`src/rtl/uart_tx_mmio_if.sv`:
```
// Bus bundle between the address decoder / CPU side and the UART TX peripheral.
// we/wd carry the decoded store (we2 and write data); rd returns the status word.
interface uart_tx_mmio_if;
  logic        we;
  logic [31:0] wd;
  logic [31:0] rd;

  modport master (output we, output wd, input rd);
  modport slave  (input we, input wd, output rd);
endinterface

```
`src/rtl/uart_tx_mmio.sv`:
```
// Memory-mapped UART transmitter: CPU stores are queued in a small FIFO and
// serialized as 8N1 frames on tx; a status word exposes busy/full/empty/
// overflow and the FIFO occupancy for polling.
module uart_tx_mmio #(
  parameter int CLKS_PER_BIT = 868,
  parameter int FIFO_DEPTH   = 4,
  parameter int CNT_W        = 3
) (
  input  logic              clk,
  input  logic              rst,
  uart_tx_mmio_if.slave     bus,
  output logic              tx,
  output logic              tx_done
);

  localparam int PTR_W  = $clog2(FIFO_DEPTH);
  localparam int BAUD_W = $clog2(CLKS_PER_BIT);

  localparam logic [1:0] S_IDLE  = 2'd0;
  localparam logic [1:0] S_START = 2'd1;
  localparam logic [1:0] S_DATA  = 2'd2;
  localparam logic [1:0] S_STOP  = 2'd3;

  localparam logic [BAUD_W-1:0] BAUD_RELOAD = BAUD_W'(CLKS_PER_BIT - 1);
  localparam logic [BAUD_W-1:0] BAUD_ONE    = BAUD_W'(1);
  localparam logic [CNT_W-1:0]  CNT_FULL    = CNT_W'(FIFO_DEPTH);

  logic [1:0]        state;
  logic [BAUD_W-1:0] baud;
  logic [2:0]        bit_idx;
  logic [7:0]        shift;
  logic [7:0]        mem [FIFO_DEPTH];
  logic [PTR_W-1:0]  wptr;
  logic [PTR_W-1:0]  rptr;
  logic [CNT_W-1:0]  count;
  logic              overflow;

  logic              full;
  logic              empty;
  logic              baud_zero;
  logic              wr_byte;
  logic              wr_clr;
  logic              pop;
  logic              push;
  logic [7:0]        head;

  // Only the low byte and the clear-overflow bit of a store carry meaning.
  logic              unused_wd;
  assign unused_wd = ^bus.wd[31:9];

  assign full      = (count == CNT_FULL);
  assign empty     = (count == '0);
  assign baud_zero = (baud == '0);
  assign head      = mem[rptr];
  assign wr_clr    = bus.we & bus.wd[8];
  assign wr_byte   = bus.we & ~bus.wd[8];

  // A byte leaves the FIFO when idle, or on the last stop-bit cycle so the
  // next frame starts without an idle gap.
  assign pop  = ~empty & ((state == S_IDLE) | ((state == S_STOP) & baud_zero));
  // A simultaneous pop frees a slot, so a store to a full FIFO still lands.
  assign push = wr_byte & (~full | pop);

  // FIFO storage: data only, no reset needed.
  always_ff @(posedge clk) begin
    if (push) mem[wptr] <= bus.wd[7:0];
  end

  // FIFO pointers, occupancy and sticky overflow flag.
  always_ff @(posedge clk or posedge rst) begin
    if (rst) begin
      wptr     <= '0;
      rptr     <= '0;
      count    <= '0;
      overflow <= 1'b0;
    end else begin
      if (push) wptr <= wptr + 1'b1;
      if (pop)  rptr <= rptr + 1'b1;
      count <= count + CNT_W'(push) - CNT_W'(pop);
      if (wr_clr)
        overflow <= 1'b0;
      else if (wr_byte & full & ~pop)
        overflow <= 1'b1;
    end
  end

  // Shift register: loaded on pop, shifted right at each data-bit boundary.
  always_ff @(posedge clk) begin
    if (pop)
      shift <= head;
    else if ((state == S_DATA) & baud_zero)
      shift <= {1'b0, shift[7:1]};
  end

  // Frame sequencer; tx is registered and set for the state being entered.
  always_ff @(posedge clk or posedge rst) begin
    if (rst) begin
      state   <= S_IDLE;
      baud    <= '0;
      bit_idx <= '0;
      tx      <= 1'b1;
      tx_done <= 1'b0;
    end else begin
      // tx_done covers exactly the final stop-bit cycle (baud counter at 0).
      tx_done <= (state == S_STOP) & (baud == BAUD_ONE);
      case (state)
        S_IDLE: begin
          tx <= 1'b1;
          if (pop) begin
            state <= S_START;
            baud  <= BAUD_RELOAD;
            tx    <= 1'b0;
          end
        end
        S_START: begin
          if (baud_zero) begin
            state   <= S_DATA;
            baud    <= BAUD_RELOAD;
            bit_idx <= '0;
            tx      <= shift[0];
          end else begin
            baud <= baud - 1'b1;
          end
        end
        S_DATA: begin
          if (baud_zero) begin
            baud <= BAUD_RELOAD;
            if (bit_idx == 3'd7) begin
              state <= S_STOP;
              tx    <= 1'b1;
            end else begin
              bit_idx <= bit_idx + 1'b1;
              tx      <= shift[1];
            end
          end else begin
            baud <= baud - 1'b1;
          end
        end
        default: begin
          if (baud_zero) begin
            if (pop) begin
              state <= S_START;
              baud  <= BAUD_RELOAD;
              tx    <= 1'b0;
            end else begin
              state <= S_IDLE;
              tx    <= 1'b1;
            end
          end else begin
            baud <= baud - 1'b1;
          end
        end
      endcase
    end
  end

  // Status word, built purely from registered state.
  always_comb begin
    bus.rd              = '0;
    bus.rd[0]           = (state != S_IDLE) | ~empty;
    bus.rd[1]           = full;
    bus.rd[2]           = empty;
    bus.rd[3]           = overflow;
    bus.rd[3+CNT_W:4]   = count;
  end

endmodule

```
`src/flat_wrapper.sv`:
```
// flat-port wrapper written by rule: the top's interface ports become plain ports
module uart_tx_mmio_flat 
#(
  parameter int CLKS_PER_BIT = 868,
  parameter int FIFO_DEPTH   = 4,
  parameter int CNT_W        = 3
)
  (clk, rst, tx, tx_done, bus_we, bus_wd, bus_rd);
  uart_tx_mmio_if bus_i ();
  input  logic clk;
  input  logic rst;
  output logic tx;
  output logic tx_done;
  input wire logic [$bits(bus_i.we)-1:0] bus_we;
  input wire logic [$bits(bus_i.wd)-1:0] bus_wd;
  output wire logic [$bits(bus_i.rd)-1:0] bus_rd;
  assign bus_i.we = bus_we;
  assign bus_i.wd = bus_wd;
  assign bus_rd = bus_i.rd;
  uart_tx_mmio #(.CLKS_PER_BIT(CLKS_PER_BIT), .FIFO_DEPTH(FIFO_DEPTH), .CNT_W(CNT_W)) u_core (.clk(clk), .rst(rst), .bus(bus_i), .tx(tx), .tx_done(tx_done));
endmodule
```
`config.mk`:
```
export PLATFORM = sky130hd
export DESIGN_NAME = uart_tx_mmio_flat
export DESIGN_NICKNAME = d
export VERILOG_FILES = /design/src/rtl/uart_tx_mmio_if.sv /design/src/rtl/uart_tx_mmio.sv /design/src/flat_wrapper.sv
export SDC_FILE = /design/constraint.sdc
export NUM_CORES = 1
export LEC_CHECK = 0
export ABC_AREA = 1
export CORE_MARGIN = 1
export CORE_UTILIZATION = 47
export DETAILED_ROUTE_END_ITERATION = 6
export PLACE_DENSITY = 0.77
export SLEW_MARGIN = 20
export SYNTH_ARGS = -nofsm -noshare
export SYNTH_HDL_FRONTEND = slang
export SYNTH_SLANG_ARGS = --single-unit
```
`constraint.sdc`:
```
create_clock -name clk -period 2.4 [get_ports clk]
set_clock_uncertainty 0.1 [all_clocks]
set_input_delay 0.48 -clock clk [delete_from_list [all_inputs] [get_ports clk]]
set_output_delay 0.48 -clock clk [all_outputs]
set_load 0.005 [all_outputs]
```
==> flow_summary.json <==
{
  "clock_power_share": 0.352,
  "ys_seq_elements": 65,
  "dr.pass1.iters": 6,
  "cts_sinks": 65,
  "layout-drive-gt1-share": 0.160,
  "min_period_over_period": 0.977,
  "endpoint_kind": "output pin",
  "cts_max_level": 3,
  "grt_max_degree": 26,
  "mean_instance_size_in_the_synthesized_netlist_um2": 9.27,
  "gate_power_share": 0.167,
  "antenna_found_initial": 0,
  "synth_top_cells_by_count": "sky130_fd_sc_hd__nand2_1, sky130_fd_sc_hd__inv_1, sky130_fd_sc_hd__edfxtp_1",
  "synth_flop_cell": "sky130_fd_sc_hd__edfxtp_1",
  "rows": 31,
  "overall_via_count_from_detail_route": 2576,
  "timing.final.hold_violations": 0,
  "place_congestion": 0.875,
  "power_switching_uw": 779,
  "cts-root-buf": "sky130_fd_sc_hd__clkbuf_8",
  "die_width_um": 88.2,
  "grt_use_total": 0.188,
  "antenna_violating_nets_remaining": 0,
  "netlist.top_cell.by_area": "sky130_fd_sc_hd__edfxtp_1",
  "max_clock_freq_ghz": 0.427,
  "synth.lib_cells_used.distinct": 35,
  "avgRoutedWirePerCell_um": 12.7,
  "critPathKind": "flop to output pin",
  "status": "finished clean",
  "clock_latency_ps": 350,
  "maxCapViolCount": 0,
  "synthMostInstantiatedCell": "sky130_fd_sc_hd__nand2_1",
  "core-area_mm2": 0.00721,
  "power.static_leakage_uw": 0.00179,
  "viasPerCell": 4.93,
  "grt_remaining_overflow": 0,
  "place.port_buffers": 20,
  "intPower_uw": 2020,
  "setup_violations": 0,
  "diodes": 0,
  "first_iter_violations": 90,
  "num-nets-final": 470,
  "floorplan.die.height_um": 88.2,
  "pwr-share-seq": 0.482,
  "timing.hold.ws_ps": 381,
  "timing.hold.worst.class": "input port to async pin",
  "vias_in_the_first_global_route": 2516,
  "synth-seq-area-share": 0.523,
  "rrSetupSlack_ps": 110,
  "route.detailed.drc": 0,
  "final.min_clock_period_ps": 2340,
  "powerDensity_mw_per_mm2": 688,
  "area.growth.synth_to_final_pct": 16.3,
  "worstSetupStartpointType": "flop",
  "grt_first_pass_wirelength_mm": 11.0,
  "tritoncts": "built",
  "ys_async_sr_fraction": 0.385,
  "max-slew-margin-rel": 0.660,
  "synth_top_area_frac": 0.344,
  "dieArea_mm2": 0.00779,
  "synthesis.area_mm2": 0.00350,
  "slew_viol_final": 0,
  "worstPathMaxFanout": 7,
  "drt_wl_total_mm": 6.63,
  "starting_density_of_the_core": 0.485,
  "critical_path_arrival_ps": 1760,
  "switching_share": 0.279,
  "timing.critical_path.required_ps": 1820,
  "synth_edf_count": 40,
  "detailed_place_hpwl_mm": 4.68,
  "tightest_slew_ps": 510,
  "tns_setup_ps": 0,
  "cts_inserted_buffers": 9,
  "ys_warn_count": 0,
  "ctsLongestPathBuffers": 2,
  "syn_inst": 377,
  "vdd_drop_max_mv": 0.412,
  "boundaryPins": 69,
  "synth_area_leaders": "sky130_fd_sc_hd__edfxtp_1, sky130_fd_sc_hd__dfrtp_1, sky130_fd_sc_hd__nand2_1, sky130_fd_sc_hd__buf_4, sky130_fd_sc_hd__ha_1",
  "clk_pin_slew_ps": 90
}
-- worst max-delay path, stage by stage (launching register included) --
cell and delay (ps):
sky130_fd_sc_hd__dfrtp_1 370, sky130_fd_sc_hd__inv_1 70, sky130_fd_sc_hd__ha_2 200, sky130_fd_sc_hd__buf_4 160, sky130_fd_sc_hd__nand2_1 110, sky130_fd_sc_hd__clkdlybuf4s50_1 510
-- power by group through the flow --
| stage | Clock [uW] | Combinational [uW] | Sequential, uW |
|---|---|---|---|
| 2_1_floorplan | 0 | 279 | 1360 |
| 3_3_place_gp | 0 | 412 | 1360 |
| 3_5_place_dp | 0 | 437 | 1370 |
| 4_1_cts | 996 | 437 | 1350 |
| 5_1_grt | 1040 | 536 | 1360 |
| 6_report | 983 | 467 | 1350 |
-- area by class of cell --
| type | instances | area [um2] |
|---|---|---|
| Timing Repair Buffer | 43 | 377 |
| Fill cell | 645 | 3150 |
| Clock inverter | 7 | 83.8 |
| Tap cell | 99 | 124 |
| Inverter | 48 | 193 |
| Multi-Input combinational cell | 252 | 1340 |
| Sequential cell | 65 | 1830 |
| Clock buffer | 9 | 124 |
-- stage by stage --
stage | util | instance area, um2 | setup slack (ps) | std cells | total power [uW]
floorplan | - | 3600 | 0.657 | 401 | 1640
global placement | 0.526 | 3790 | 106 | 502 | 1780
detailed placement | 0.526 | 3790 | 59.1 | 502 | 1810
CTS | 0.557 | 4020 | 2.18 | 520 | 2780
global route | 0.564 | 4070 | -9.17 | 523 | 2940
finish | 0.564 | 4070 | 56.3 | 523 | 2800
-- routing by layer --
metal | share of wire | GRT usage | vias up
met5 | 0 | 0 | -
met4 | 0.016 | 0.0880 | 0
met3 | 0.055 | 0.0494 | 13
met2 | 0.51 | 0.335 | 88
met1 | 0.42 | 0.208 | 1212
li1 | - | - | 1263
-- cells in the final DEF, fill, tap and decap left out, types with 5 or more instances in the layout --
cell type,netlist,routed
sky130_fd_sc_hd__a21oi_1,9,9
sky130_fd_sc_hd__buf_4,28,22
sky130_fd_sc_hd__clkbuf_8,0,9
sky130_fd_sc_hd__clkdlybuf4s50_1,0,20
sky130_fd_sc_hd__conb_1,1,25
sky130_fd_sc_hd__dfrtp_1,24,24
sky130_fd_sc_hd__edfxtp_1,40,40
sky130_fd_sc_hd__ha_1,15,13
sky130_fd_sc_hd__inv_1,41,36
sky130_fd_sc_hd__inv_2,5,9
sky130_fd_sc_hd__nand2_1,77,77
sky130_fd_sc_hd__nand3_1,21,20
sky130_fd_sc_hd__nand4_1,5,5
sky130_fd_sc_hd__nor2_1,37,37
sky130_fd_sc_hd__o21ai_0,26,26
sky130_fd_sc_hd__o21ai_1,5,5
sky130_fd_sc_hd__o22ai_1,7,7
-- timing repair --
item | CTS | global route
setup buffers | 2 | 3
endpoints found under the setup margin | 2 | 28
resized for setup | 1 | 8
hold buffers | 0 | 0
-- kinds of logic (layout without fill, tap and decap cells) --
family	count (synthesis)	after routing	synth area share
and+or+nand+nor	155	155	0.199
DFF	65	65	0.523
xor gates and xnor gates	5	5	0.0125
other	1	25	0.00107
AOI/OAI and AO/OA	51	51	0.0784
adders and majority gates	16	16	0.0594
buffers and inverters	84	107	0.127
-- worst paths after layout --
check                                start              end  depth (start not counted)
min reg2reg                      u_core.tx        u_core.tx                          2
min in group clk                 u_core.tx        u_core.tx                          2
max                        u_core.state[0]        bus_rd[0]                          5
max in group asynchronous              rst        u_core.tx                          3
min                                    rst  u_core.count[1]                          3
max reg2reg                u_core.state[0]  u_core.count[2]                         11
-- state kept, by name (all words and copies together), names as in the netlist --
name and flops:
u_core.wptr 2, u_core.shift 8, u_core.tx 1, u_core.count 3, u_core.bit_idx 3, u_core.baud 10
u_core.mem 32, u_core.tx_done 1, u_core.rptr 2, u_core.overflow 1, u_core.state 2
Power figures use the tool's default switching activity.
